File: config.mk
export PLATFORM = sky130hd
export DESIGN_NAME = scan_sel_flat
export DESIGN_NICKNAME = d
export VERILOG_FILES = /design/src/rtl/scan_sel_if.sv /design/src/rtl/scan_sel.sv /design/src/flat_wrapper.sv
export SDC_FILE = /design/constraint.sdc
export NUM_CORES = 1
export LEC_CHECK = 0
export ABC_AREA = 1
export BUFFER_PORTS_ARGS = -buffer_cell sky130_fd_sc_hd__buf_2
export CAP_MARGIN = 20
export CELL_PAD_IN_SITES_DETAIL_PLACEMENT = 0
export CELL_PAD_IN_SITES_GLOBAL_PLACEMENT = 1
export CORE_ASPECT_RATIO = 1.2
export CORE_MARGIN = 2
export CORE_UTILIZATION = 40
export CTS_CLUSTER_SIZE = 28
export DETAILED_ROUTE_END_ITERATION = 10
export PLACE_DENSITY = 0.85
export RECOVER_POWER = 25
export SYNTH_ARGS = -nofsm -noshare
export SYNTH_HDL_FRONTEND = slang
export SYNTH_SLANG_ARGS = --single-unit
File: constraint.sdc
create_clock -name CLK -period 1.56 [get_ports CLK]
set_input_delay 0.078 -clock CLK [delete_from_list [all_inputs] [get_ports CLK]]
set_output_delay 0.078 -clock CLK [all_outputs]
set_load 0.05 [all_outputs]
File: src/rtl/scan_sel_if.sv
// Bundles the scan selector's control inputs and registered select outputs.
// The selector drives SEL/IDX/FRAME/BUSY; the user drives EN/MASK/DWELL.
interface scan_sel_if #(
   parameter int N_CH    = 4,
   parameter int DWELL_W = 16
);
   localparam int IW = (N_CH > 1) ? $clog2(N_CH) : 1;

   logic               EN;
   logic [N_CH-1:0]    MASK;
   logic [DWELL_W-1:0] DWELL;
   logic [N_CH-1:0]    SEL;
   logic [IW-1:0]      IDX;
   logic               FRAME;
   logic               BUSY;

   modport master (output EN, MASK, DWELL, input SEL, IDX, FRAME, BUSY);
   modport slave  (input EN, MASK, DWELL, output SEL, IDX, FRAME, BUSY);
endinterface

File: src/rtl/scan_sel.sv
// Round-robin one-hot channel scanner with per-channel mask, programmable dwell,
// an optional all-low blanking gap between channels and a pass-start FRAME pulse.
module scan_sel #(
   parameter int N_CH    = 4,
   parameter int DWELL_W = 16,
   parameter int BLANK   = 1
) (
   input logic       CLK,
   input logic       RST_N,
   scan_sel_if.slave bus
);
   localparam int IW = (N_CH > 1) ? $clog2(N_CH) : 1;
   localparam int BW = (BLANK > 0) ? $clog2(BLANK + 1) : 1;

   typedef enum logic [1:0] {S_IDLE, S_ACTIVE, S_BLANK} state_t;

   state_t             r_state;
   logic [N_CH-1:0]    r_sel;
   logic [IW-1:0]      r_idx;
   logic               r_frame;
   logic               r_busy;
   logic [DWELL_W-1:0] r_dwell_cnt;
   logic [BW-1:0]      r_blank_cnt;

   logic [IW-1:0]      w_low_idx;
   logic [IW-1:0]      w_next_idx;
   logic [IW-1:0]      w_pick_idx;
   logic               w_wrap;
   logic               w_any;
   logic               w_adv;
   logic               w_start;
   logic [DWELL_W-1:0] w_dwell_load;

   // Lowest set mask bit, and lowest set bit strictly above the current index.
   always_comb begin
      // NOTE: every always_comb output gets a default first so no latch is inferred.
      w_low_idx  = '0;
      w_next_idx = '0;
      w_wrap     = 1'b1;
      for (int i = N_CH - 1; i >= 0; i--) begin
         if (bus.MASK[i]) begin
            w_low_idx = IW'(i);
            if (i > int'(r_idx)) begin
               w_next_idx = IW'(i);
               w_wrap     = 1'b0;
            end
         end
      end
      if (w_wrap) w_next_idx = w_low_idx;
   end

   assign w_any        = |bus.MASK;
   assign w_start      = (r_state == S_IDLE);
   assign w_pick_idx   = w_start ? w_low_idx : w_next_idx;
   // Counter holds remaining cycles minus one, so a full-scale DWELL fits exactly.
   assign w_dwell_load = (bus.DWELL == '0) ? '0 : bus.DWELL - 1'b1;
   assign w_adv = ((r_state == S_ACTIVE) && (r_dwell_cnt == '0) && (BLANK == 0)) ||
                  ((r_state == S_BLANK) && (r_blank_cnt == '0));

   always_ff @(posedge CLK or negedge RST_N) begin
      // NOTE: sequential state uses non-blocking assignments only.
      if (!RST_N) begin
         r_state     <= S_IDLE;
         r_sel       <= '0;
         r_idx       <= '0;
         r_frame     <= 1'b0;
         r_busy      <= 1'b0;
         r_dwell_cnt <= '0;
         r_blank_cnt <= '0;
      end else if (!bus.EN) begin
         r_state     <= S_IDLE;
         r_sel       <= '0;
         r_frame     <= 1'b0;
         r_busy      <= 1'b0;
         r_dwell_cnt <= '0;
         r_blank_cnt <= '0;
      end else if (w_start || w_adv) begin
         if (w_any) begin
            r_state     <= S_ACTIVE;
            r_idx       <= w_pick_idx;
            r_sel       <= N_CH'(1) << w_pick_idx;
            r_frame     <= w_start || w_wrap;
            r_busy      <= 1'b1;
            r_dwell_cnt <= w_dwell_load;
         end else begin
            r_state <= S_IDLE;
            r_sel   <= '0;
            r_frame <= 1'b0;
            r_busy  <= 1'b0;
         end
      end else begin
         r_frame <= 1'b0;
         case (r_state)
            S_ACTIVE: begin
               if (r_dwell_cnt != '0) begin
                  r_dwell_cnt <= r_dwell_cnt - 1'b1;
               end else begin
                  // Only reachable with a non-zero gap; zero-gap ends take w_adv.
                  r_state     <= S_BLANK;
                  r_sel       <= '0;
                  r_blank_cnt <= BW'(BLANK - 1);
               end
            end
            S_BLANK:  r_blank_cnt <= r_blank_cnt - 1'b1;
            default:  r_state <= S_IDLE;
         endcase
      end
   end

   assign bus.SEL   = r_sel;
   assign bus.IDX   = r_idx;
   assign bus.FRAME = r_frame;
   assign bus.BUSY  = r_busy;
endmodule

File: src/flat_wrapper.sv
// flat-port wrapper written by rule: the top's interface ports become plain ports
module scan_sel_flat 
#(
   parameter int N_CH    = 4,
   parameter int DWELL_W = 16,
   parameter int BLANK   = 1
)
  (CLK, RST_N, bus_EN, bus_MASK, bus_DWELL, bus_SEL, bus_IDX, bus_FRAME, bus_BUSY);
  scan_sel_if #(.N_CH(N_CH), .DWELL_W(DWELL_W)) bus_i ();
  input logic CLK;
  input logic RST_N;
  input wire logic [$bits(bus_i.EN)-1:0] bus_EN;
  input wire logic [$bits(bus_i.MASK)-1:0] bus_MASK;
  input wire logic [$bits(bus_i.DWELL)-1:0] bus_DWELL;
  output wire logic [$bits(bus_i.SEL)-1:0] bus_SEL;
  output wire logic [$bits(bus_i.IDX)-1:0] bus_IDX;
  output wire logic [$bits(bus_i.FRAME)-1:0] bus_FRAME;
  output wire logic [$bits(bus_i.BUSY)-1:0] bus_BUSY;
  assign bus_i.EN = bus_EN;
  assign bus_i.MASK = bus_MASK;
  assign bus_i.DWELL = bus_DWELL;
  assign bus_SEL = bus_i.SEL;
  assign bus_IDX = bus_i.IDX;
  assign bus_FRAME = bus_i.FRAME;
  assign bus_BUSY = bus_i.BUSY;
  scan_sel #(.N_CH(N_CH), .DWELL_W(DWELL_W), .BLANK(BLANK)) u_core (.CLK(CLK), .RST_N(RST_N), .bus(bus_i));
endmodule
# --- Yosys cells after proc, flatten, opt, wreduce, memory -nomap -nowiden ---
# Index checks and enable logic that the tools add are counted.
totals:
  inputBits: 23
  reg_bits: 27
  out_inout_bits: 8
op_classes:
  n_bitwise: 1
  reduce_logical: 12
  n_addsub: 3
  shift: 1
  n_mux: 44
  magnitude_cmp: 3
  n_eq_ne: 12
ops:
  columns: ["operator", "count"]
  rows:
  - ["2-to-1 mux 16 bit", 6]
  - ["subtractor 16 x 1 -> 16 bit (second input constant)", 2]
  - ["2-to-1 mux 2 bit", 15]
  - ["2-to-1 mux 4 bit", 5]
  - ["zero test 16 bit", 1]
  - ["2-to-1 mux 1 bit", 16]
  - ["nonzero test 16 bit", 1]
  - ["inequality test 3 x 1 -> 1 bit (second input constant)", 3]
  - ["AND reduction 3 bit", 3]
  - ["inequality test 3 x 2 -> 1 bit (second input constant)", 2]
  - ["inequality test 3 bit (second input constant)", 2]
  - ["greater-than comparator 2 bit (first input constant)", 2]
  - ["inequality test 4 bit (second input constant)", 1]
  - ["one-hot mux 2 bit (2 select lines)", 1]
  - ["AND reduction 2 bit", 2]
  - ["OR reduction 4 bit", 1]
  - ["left shift 1 x 2 -> 4 bit (first input constant)", 1]
  - ["equality test 2 x 1 -> 1 bit (second input constant)", 1]
  - ["equality test 2 bit (second input constant)", 1]
  - ["greater-than comparator 1 x 2 -> 1 bit (first input constant)", 1]
  - ["zero test 2 bit", 1]
  - ["logical OR 1 bit", 2]
  - ["inequality test 2 x 1 -> 1 bit (second input constant)", 1]
  - ["inequality test 2 bit (second input constant)", 1]
  - ["4 further kinds", 4]

# --- Longest topological paths before layout ---
depth:
  word_depth: 13
  depth_mapped: 11
  depth_no_buf: 11

# --- Worst setup path before layout ---
# Ideal clock, no wire load.
synth_path:
  path_kind: "register to register"
  from: "register u_core.r_idx[1], in the netlist u_core.bus.IDX[1]"
  to: "register u_core.r_idx[1], in the netlist u_core.bus.IDX[1]"
  setup_time_ps: 124
  setup_slack_ps: 12
  n_path_buf: 0
  arrival_ps: 1424
  stages_incl_launch_ff: 9
  path_cell_list: "dfrtp_1 inv_1 o21ai_0 nand2_1 nand2_1 nand2_1 nand2_1 nor2_1 o21bai_1"
synth_via:
  elab_chain_cells: 9
  elab_cells_between_ends: 17
synth_lines:
  columns: ["element", "line", "rtl"]
  rows:
  - ["start, declared", "scan_sel.sv:19", "logic [IW-1:0] r_idx;"]
  - ["start signal, assigned", "scan_sel.sv:80", "r_idx <= w_pick_idx;"]
  - ["greater-than comparator 2 bit", "scan_sel.sv:43", "if (i > int'(r_idx)) begin"]
  - ["2-to-1 mux 2 bit / 2-to-1 mux 1 bit (equally long branches)", "scan_sel.sv:43", null]
  - ["2-to-1 mux 2 bit / 2-to-1 mux 1 bit (equally long branches)", "scan_sel.sv:41", "if (bus.MASK[i]) begin"]
  - ["2-to-1 mux 2 bit / 2-to-1 mux 1 bit (equally long branches)", "scan_sel.sv:43", null]
  - ["2-to-1 mux 2 bit / 2-to-1 mux 1 bit (equally long branches)", "scan_sel.sv:41", null]
  - ["2-to-1 mux 2 bit / 2-to-1 mux 1 bit (equally long branches)", "scan_sel.sv:43", null]
  - ["2-to-1 mux 2 bit / 2-to-1 mux 1 bit (equally long branches)", "scan_sel.sv:41", null]
  - ["2-to-1 mux 2 bit (*)", "scan_sel.sv:49", "if (w_wrap) w_next_idx = w_low_idx;"]
  - ["2-to-1 mux 2 bit (*)", "scan_sel.sv:54", "assign w_pick_idx = w_start ? w_low_idx : w_next_idx;"]
# Mark *: on every way between the ends. The rest lies on a longest branch, timed or not.
# A chain may end at the register's enable or synchronous reset.

# --- Final worst setup path ---
layout_path:
  from: "register u_core.r_dwell_cnt[1]"
  to: "register u_core.r_dwell_cnt[10]"
layout_via:
  elab_chain_cells: 5
  elab_cells_between_ends: 8
layout_lines:
  columns: ["element", "line", "rtl"]
  rows:
  - ["start, declared", "scan_sel.sv:22", "logic [DWELL_W-1:0] r_dwell_cnt;"]
  - ["start signal, assigned", "scan_sel.sv:84", "r_dwell_cnt <= w_dwell_load;"]
  - ["start signal, assigned", "scan_sel.sv:96", "r_dwell_cnt <= r_dwell_cnt - 1'b1;"]
  - ["subtractor 16 x 1 -> 16 bit", "scan_sel.sv:96", null]
  - ["2-to-1 mux 16 bit", "scan_sel.sv:95", "if (r_dwell_cnt != '0) begin"]
  - ["2-to-1 mux 16 bit", "scan_sel.sv:93", "case (r_state)"]
  - ["2-to-1 mux 16 bit", "scan_sel.sv:77", "end else if (w_start || w_adv) begin"]
  - ["2-to-1 mux 16 bit", "scan_sel.sv:70", "end else if (!bus.EN) begin"]
# Several ways; a longest one is shown, not always the timed one. The select of a mux whose other input is x is not followed.

==> impl_metrics.toml <==
[layout]
syn2layout_area_growth_pct = 19.83
antennaDiodeCount = 0
fin_nets = 460
seq_area_um2 = 678.2
final_layout_size_suffix_gt1_share_pct = 19.91
fillers = 587
final_cell_mix = "142 x nand2_1, 48 x nor2_1, 46 x nand3_1, 44 x inv_1, 29 x buf_2"
multi_input_area_um2 = 1484
final_common_cell = "nand2_1"

[floorplan]
ios = 31
initial_core_util_pct = 41.19
rows = 30
core_area_um2 = 5593
die_area_um2 = 6384
die-height_um = 87.13
fp.dieW_um = 73.28

[power]
power_density_nw_per_um2 = 1563
share_comb_of_total_power_pct = 62.3
p_leak_nw = 1.528
p_sw_share_pct = 51.19
internal_power_mw = 2.106
seqPwrFrac_pct = 27.7
vdd_ir_drop_max_uv = 510.6
p_total_mw = 4.314
power_switching_mw = 2.208
pwr-share-clk_pct = 10.0

[setup_path]
rrSetupSlack_ps = 50
timing.critical_path.from_type = "flip-flop"
timing.rr.end = "u_core.r_dwell_cnt[10]"
rr_startpoint = "u_core.r_dwell_cnt[1]"
worstPathRequired_ps = 1760
end_kind = "flip-flop"
rr_worst_depth = 11
critPathMaxFanout = 5
worstPathArrival_ps = 1700
crit_type = "flip-flop to flip-flop"

[grt]
antenna_found_initial = 0
gr-usage-all-layers_pct = 20.06
grt_max_degree = 28
grt_pass1_wl_um = 9942
grt_overflow = 0
grt_pass1_vias = 2294

[logic_synthesis]
syn_area_per_cell_um2 = 6.014
synthCells = 383
yosysWarnings = 0
yosysTopAreaCell = "dfrtp_1"
yosys_register_bits = 27
syn-cell-area_um2 = 2303
synthDistinctLibCells = 30
synthDominantCellAreaShare_pct = 29.33
seq_area_frac_synth_pct = 29.33
synthTopCellsByArea = "dfrtp_1 29%, nand2_1 23%, nand3_1 10%"
syn-num-nets = 410

[min_path]
min_from = "bus_EN"
hold_class = "input port to flip-flop"
hold_end = "u_core.r_blank_cnt"
hold_depth = 3

[route]
viasPerCell = 4.938
routed_wl_um = 6251
ant_nets = 0
drt_iter0_drc = 111
route.detailed.drc = 0
routedWlPerCell_um = 12.60
first_pass_iters = 4
via_count = 2449

[timing]
timing.setup.tns_ps = 0
fin_skew_ps = 4.226
clock.fmax_ghz = 0.6634
layout_min_cycle_time_ps = 1507
relSlewSlack_pct = 52.57
finalHoldViolCount = 0
finalSetupViolCount = 0
worstMarginPinSlew_ps = 711.4
maxSlewViolCount = 0
rsz0062_at_grt = "true"
fin_crit_sh_pct = 96.63

[clock_tree]
clk_pin_slew_ps = 100
cts_buffers = 3
cts_tree = "done"
clk_latency_ps = 290
ctsRootBufferMaster = "clkbuf_8"
cts_num_sinks = 27
clock_path_buffers = 2
htreeDepth = 1

[status]
outcome = "completed"

[placed_design]
port_buffers = 30
hpwl_um = 4819
place_congestion = 0.8826

[flow_run]
drv_cap = 0
cell type report:
cell class / instances / share of cell area, %
clock buffers: 3 / 1.496
clock inverters: 1 / 0.1813
inverters: 47 / 6.392
multi-input cells: 305 / 53.76
flip-flops and latches: 27 / 24.57
well taps: 64 / 2.901
repair buffers: 49 / 10.70
cells by family after synthesis:
kind of cell	Yosys count	synth area share (%)
DFF	27	29.33
AOI/OAI and AO/OA	22	6.356
buffers and inverters	52	9.180
xor gates and xnor gates	7	2.662
and+or+nand+nor	271	50.30
adders and majority gates	4	2.173
critical path, stage by stage (launching register included):
cell and delay [ps]:
dfrtp_1 400, inv_1 110, ha_1 190, nand2_1 140
nor2_4 190, nand2_1 70, nand2_1 60, nand3_1 60
nand2_1 60, inv_1 40, nand2_1 50, nand2_1 40
per-stage QoR:
stage	std cells	hold WS (ps)	cell area, µm²	utilization (%)	worst slack, ps
after floorplan	383	-217.6	2303	-	12.17
after global placement	489	131.1	2626	46.96	75.32
after detailed placement	489	146.5	2626	46.96	29.59
after CTS	494	106.4	2683	47.96	6.229
after global routing	496	118.7	2760	49.35	-44.61
final	496	107.1	2760	49.35	52.54
state kept, by name (all words and copies together), names as in the netlist:
| signal | flops |
|---|---|
| u_core.r_dwell_cnt | 16 |
| u_core.bus.SEL | 4 |
| u_core.bus.IDX | 2 |
| u_core.r_state | 2 |
| u_core.bus.BUSY | 1 |
| u_core.bus.FRAME | 1 |
| u_core.r_blank_cnt | 1 |
worst max path at each step:
stage	from	end	cells past startpoint
6_report	u_core.r_dwell_cnt[1]	u_core.r_dwell_cnt[10]	11
5_1_grt	u_core.r_dwell_cnt[10]	u_core.r_dwell_cnt[2]	9
4_1_cts	u_core.r_dwell_cnt[0]	u_core.r_dwell_cnt[2]	10
3_5_place_dp	u_core.r_dwell_cnt[0]	u_core.r_dwell_cnt[10]	11
3_3_place_gp	u_core.r_dwell_cnt[12]	u_core.r_dwell_cnt[3]	9
2_1_floorplan	u_core.bus.IDX[1]	u_core.bus.IDX[1]	8
cells in the mapped netlist:
cell        n
a21oi_1     6
a21oi_2     1
a21oi_4     1
and3_1      1
buf_2       1
buf_6       2
clkbuf_1    2
dfrtp_1    27
ha_1        4
inv_1      45
inv_2       2
nand2_1   142
nand2_2     6
nand3_1    46
nand3_2     1
nand3b_1    2
nand4_1     5
nor2_1     54
nor2_2      8
nor2_4      1
nor3_1      2
nor3b_1     2
o211ai_1    1
o21ai_0     7
o21ai_1     2
o21ai_4     1
o21bai_1    3
or2_2       1
xnor2_1     4
xor2_1      3
routing by layer:
layer | GRT usage [%] | up-vias | share of wire [%]
met1 | 21.68 | 1088 | 42
met2 | 38.90 | 59 | 51
met3 | 2.083 | 14 | 4.0
li1 | - | 1288 | -
met5 | 0 | - | 0
met4 | 7.576 | 0 | 3.1
power by group through the flow:
stage	clock network (mW)	logic, mW	registers (mW)
detailed placement	0	2.51	1.19
floorplan	0	1.51	1.38
CTS	0.442	2.52	1.18
global placement	0	2.50	1.19
finish	0.430	2.69	1.20
global route	0.471	3.00	1.23
timing repair:
action / 4_1_cts / 5_1_grt
endpoints found under the hold margin: 27 / 0
gates resized for setup: 0 / 17
hold buffers: 1 / 0
buffers inserted: 0 / 1
setup endpoints to repair: 0 / 17
Note: power is estimated with default switching activity, not from simulation.
